==> config.mk <==
export PLATFORM = sky130hd
export DESIGN_NAME = branch_cmp_pipe
export DESIGN_NICKNAME = d
export VERILOG_FILES = /design/src/rtl/branch_cmp_pipe.sv
export SDC_FILE = /design/constraint.sdc
export NUM_CORES = 1
export LEC_CHECK = 0
export BUFFER_PORTS_ARGS = -buffer_cell sky130_fd_sc_hd__buf_2
export CORE_MARGIN = 3
export CORE_UTILIZATION = 46
export DETAILED_ROUTE_END_ITERATION = 16
export GPL_ROUTABILITY_DRIVEN = 0
export PLACE_DENSITY = 0.79
export SYNTH_ARGS = -nofsm -noshare
export SYNTH_HDL_FRONTEND = slang
export SYNTH_SLANG_ARGS = --single-unit
==> constraint.sdc <==
create_clock -name clk -period 3.35 [get_ports clk]
set_clock_uncertainty 0.15 [all_clocks]
set_input_delay 0.1675 -clock clk [delete_from_list [all_inputs] [get_ports clk]]
set_output_delay 0.1675 -clock clk [all_outputs]
set_load 0.005 [all_outputs]
==> src/rtl/branch_cmp_pipe.sv <==
// Pipelined branch comparator/resolver: funct3 compare, mispredict check, redirect PC.
// Define BR_PERF_CNT_EN to add saturating branch/mispredict performance counters.
module branch_cmp_pipe #(
  parameter int unsigned WIDTH       = 32,
  parameter int unsigned ADDR_W      = 32,
  parameter int unsigned PIPE_STAGES = 1
) (
  input  logic              clk,
  input  logic              rst,
  input  logic              flush,
  input  logic              in_valid,
  output logic              in_ready,
  input  logic [2:0]        cmpop,
  input  logic [WIDTH-1:0]  rs1,
  input  logic [WIDTH-1:0]  rs2,
  input  logic [ADDR_W-1:0] pc,
  input  logic [ADDR_W-1:0] target,
  input  logic              pred_taken,
  output logic              out_valid,
  input  logic              out_ready,
  output logic              out_br_en,
  output logic              out_mispredict,
  output logic [ADDR_W-1:0] out_redirect,
  output logic              out_illegal
`ifdef BR_PERF_CNT_EN
  ,
  output logic [31:0]       perf_branches,
  output logic [31:0]       perf_mispredicts
`endif
);

  typedef enum logic [2:0] {
    CmpBeq  = 3'b000,
    CmpBne  = 3'b001,
    CmpBlt  = 3'b100,
    CmpBge  = 3'b101,
    CmpBltu = 3'b110,
    CmpBgeu = 3'b111
  } branch_funct3_t;

  typedef struct packed {
    logic              br_en;
    logic              mispredict;
    logic              illegal;
    logic [ADDR_W-1:0] redirect;
  } res_t;

  res_t                   res_d;
  res_t                   stage_q [PIPE_STAGES];
  logic [PIPE_STAGES-1:0] valid_q;
  logic [PIPE_STAGES-1:0] stage_rdy;
  logic                   in_fire;
  logic                   eq, lt_s, lt_u;
  logic                   taken, illegal;
  logic                   rdy_chain;

  // Resolution happens entirely ahead of stage 1; later stages only carry the result.
  always_comb begin
    eq      = (rs1 == rs2);
    lt_s    = ($signed(rs1) < $signed(rs2));
    lt_u    = (rs1 < rs2);
    taken   = 1'b0;
    illegal = 1'b0;
    case (cmpop)
      CmpBeq:  taken = eq;
      CmpBne:  taken = !eq;
      CmpBlt:  taken = lt_s;
      CmpBge:  taken = !lt_s;
      CmpBltu: taken = lt_u;
      CmpBgeu: taken = !lt_u;
      default: illegal = 1'b1;
    endcase
    res_d.br_en      = taken;
    res_d.illegal    = illegal;
    res_d.mispredict = (taken != pred_taken) || illegal;
    res_d.redirect   = taken ? target : (pc + ADDR_W'(4));
  end

  // A stage can take new data when it is empty or its content moves on this cycle.
  always_comb begin
    stage_rdy = '0;
    rdy_chain = out_ready;
    for (int k = int'(PIPE_STAGES) - 1; k >= 0; k--) begin
      rdy_chain    = !valid_q[k] || rdy_chain;
      stage_rdy[k] = rdy_chain;
    end
  end

  assign in_ready = rst && !flush && stage_rdy[0];
  assign in_fire  = in_valid && in_ready;

  always_ff @(posedge clk) begin
    if (!rst) begin
      valid_q <= '0;
      for (int k = 0; k < int'(PIPE_STAGES); k++) begin
        stage_q[k] <= '0;
      end
    end else begin
      if (stage_rdy[0]) begin
        valid_q[0] <= in_fire;
        if (in_fire) begin
          stage_q[0] <= res_d;
        end
      end
      for (int k = 1; k < int'(PIPE_STAGES); k++) begin
        if (stage_rdy[k]) begin
          valid_q[k] <= valid_q[k-1];
          if (valid_q[k-1]) begin
            stage_q[k] <= stage_q[k-1];
          end
        end
      end
      if (flush) begin
        valid_q <= '0;
      end
    end
  end

  assign out_valid      = valid_q[PIPE_STAGES-1];
  assign out_br_en      = stage_q[PIPE_STAGES-1].br_en;
  assign out_mispredict = stage_q[PIPE_STAGES-1].mispredict;
  assign out_illegal    = stage_q[PIPE_STAGES-1].illegal;
  assign out_redirect   = stage_q[PIPE_STAGES-1].redirect;

`ifdef BR_PERF_CNT_EN
  logic out_xfer;
  assign out_xfer = out_valid && out_ready;

  // Counters saturate rather than wrap and ignore flush.
  always_ff @(posedge clk) begin
    if (!rst) begin
      perf_branches    <= '0;
      perf_mispredicts <= '0;
    end else if (out_xfer) begin
      if (perf_branches != 32'hFFFF_FFFF) begin
        perf_branches <= perf_branches + 32'd1;
      end
      if (out_mispredict && (perf_mispredicts != 32'hFFFF_FFFF)) begin
        perf_mispredicts <= perf_mispredicts + 32'd1;
      end
    end
  end
`endif

endmodule

==> impl_metrics.yaml <==
sta:
  final_max_slew_viol_count: 0
  setup_violations: 0
  timing_worst_slew_pin_value_ns: 0.9470
  time_the_worst_path_needs_with_i_o_delays_and_setup_ns: 2.980
  final_hold_violations: 0
  achievable-frequency_mhz: 335.5
  setup_total_negative_slack_ns: 0
  max_slew_margin_pct: 36.87
  grt_setup_unrepaired: "false"
  layout_worst_path_cycle_share_pct: 88.96
  hold_slack_ns: 0.01572
power_and_ir_drop:
  total_power_mw: 1.176
  max-vdd-ir-drop_mv: 0.1283
  p_leak_nw: 2.123
  pwr_density_cell_nw_per_um2: 276.4
clock_tree:
  cts_sinks: 36
  clock_latency_at_the_later_pin_of_the_worst_skew_pair_ns: 0.28
  ctsHtreeMaxLevel: 2
  cts_made_buffers: 5
  post-cts-setup-buffer-count: 0
  clk_transition_reported_paths_ns: 0.08
  tritoncts: "yes"
  clock_tree.root_cell: "clkbuf_8"
  clock_tree.buffer_depth: 2
synthesis:
  seq_area_frac_synth_pct: 33.00
  netlist_top_cells_area: "edfxtp_1, ha_1, mux2i_1"
  synth_largest_area_cell: "edfxtp_1"
  synth_cells: 370
  ys_seq_elements: 36
  netlist.area_leader.share_pct: 32.38
  synthesis.area_um2: 3246
  synth.net_count: 540
  yosysWarnings: 0
  synthesis.area_per_instance_um2: 8.772
  library_cells_used_by_synthesis: 36
routing:
  via_per_inst: 4.961
  via_count: 3155
  post-route-drc-count: 0
  routedWlPerCell_um: 13.37
  wirelength_mm: 8.504
  detail_route.first_pass.iterations: 4
  drt_first_iter_violations: 75
  drt.antenna.violating_nets: 0
layout:
  layout-drive-gt1-share_pct: 34.62
  mostFrequentLayoutCell: "buf_2"
  mostFrequentLayoutCells: "buf_2, nand2_1, inv_1, edfxtp_1, ha_1"
  design.final.nets: 713
  nFillCells: 582
  num_antenna_cells: 0
  syn_to_final_growth_pct: 31.07
setup_path:
  path_max_fanout: 28
  cp-endpoint: "stage_q[0][25]"
  timing.critical_path.required_ns: 3.20
  critPathKind: "in2reg"
  r2r.worst_path.cells: 6
  arrival_ns: 2.83
  critical_path.reg2reg.startpoint: "out_valid"
  critical_path.endpoint_type: "flop"
  reg2reg_setup_slack_ns: 1.25
  timing.rr.end: "stage_q[0][7]"
  worst_setup_path_startpoint: "rs2[30]"
  critical_path.startpoint_type: "primary input"
die:
  floorplan.die.width_um: 90
  std_cell_rows: 29
  core_region_area_um2: 6604
  initial_core_util_pct: 49.15
  fp.dieArea_um2: 8100
  i_o_pins: 174
  die_height_um: 90
global_routing:
  wire_length_of_the_first_global_routing_pass_mm: 14.06
  grt_pass1_vias: 3297
  total_gr_overflow: 0
  grt_usage_pct: 20.51
  antenna_violations_before_repair: 0
  grt_max_degree: 38
status:
  run_status: "complete, no violations"
placement:
  hpwl_mm: 7.080
  number_of_input_and_output_port_buffers_inserted: 173
run:
  drv_cap: 0
min_path:
  hold_path_class: "in2reg"
[what timing repair did]
item | CTS | global route
resized for setup | 0 | 0
hold endpoints to repair | 1 | 0
hold buffers | 1 | 0
[cell usage after synthesis (all sizes together)]
master and count:
a31o 1, nor3b 1, and3 3, clkbuf 7, xor2 14, a21oi 13, and2 1, buf 3
o31ai 2, a21o 1, or4 1, a221oi 1, xnor2 18, nor4 3, nor2 18, o21ba 1
nand4 16, nand2 84, a21boi 1, ha 33, edfxtp 35, inv 35, or3 3, and4 4
nor3 8, a31oi 3, nand3 15, nor2b 2, o21ai 5, o21bai 2, mux2i 32, nand2b 3
dfxtp 1
[flip-flops by register name, indices dropped and copies added (netlist names)]
name       cells
out_valid      1
stage_q       35
[critical path, cell delays in order]
cell,delay (ns)
buf_2,0.07
inv_1,0.04
ha_1,0.33
nand4_2,0.16
or4_4,0.58
or3_1,0.36
nand4_2,0.12
a31o_2,0.78
mux2i_1,0.20
[power breakdown]
| part | internal [mW] | leakage [nW] | switching, mW | total (mW) |
|---|---|---|---|---|
| sequential | 0.525 | 0.383 | 0.00637 | 0.531 |
| clock | 0.141 | 0.0410 | 0.151 | 0.293 |
| combinational | 0.170 | 1.70 | 0.182 | 0.352 |
[per-layer routing]
| layer | part of all wire (%) | vias to the layer above | track usage [%] |
|---|---|---|---|
| li1 | - | 1628 | - |
| met1 | 38 | 1394 | 20.98 |
| met2 | 53 | 117 | 40.20 |
| met3 | 7.4 | 16 | 5.008 |
| met4 | 2.1 | 0 | 6.760 |
| met5 | 0 | - | 0 |
[layout make-up]
type                       instances  area [um2]  share of cell area (%)
timing repair buffer             176       890.9                   20.94
clock buffer                       6       72.57                   1.706
tap                               93       116.4                   2.735
multi-input combinational        289        1967                   46.24
sequential                        36        1071                   25.18
inverter                          35       131.4                   3.088
clock inverter                     1       5.005                  0.1176
[logic make-up after synthesis]
family | synth area share, %
mux | 9.869
flops | 33.00
compound gates | 5.975
fa+ha+maj | 12.72
simple gates | 23.36
xor+xnor | 8.635
buf+inv | 6.438
[metrics by stage]
step | utilization [%] | instance area (um2) | setup slack, ns | instances
2_1_floorplan | - | 3246 | 0.7606 | 370
3_3_place_gp | 63.09 | 4167 | 0.1710 | 628
3_5_place_dp | 63.09 | 4167 | 0.01370 | 628
4_1_cts | 64.42 | 4254 | 0.3258 | 636
5_1_grt | 64.42 | 4254 | 0.1679 | 636
6_report | 64.42 | 4254 | 0.3697 | 636
[worst min-delay path by stage]
stage | startpoint | endpoint | cells after the start
CTS | flush | out_valid | 3
global placement | in_valid | out_valid | 3
finish | flush | out_valid | 3
global route | rst | out_valid | 3
floorplan | in_valid | out_valid | 2
detailed placement | in_valid | out_valid | 3
(Power assumes the default switching activity.)
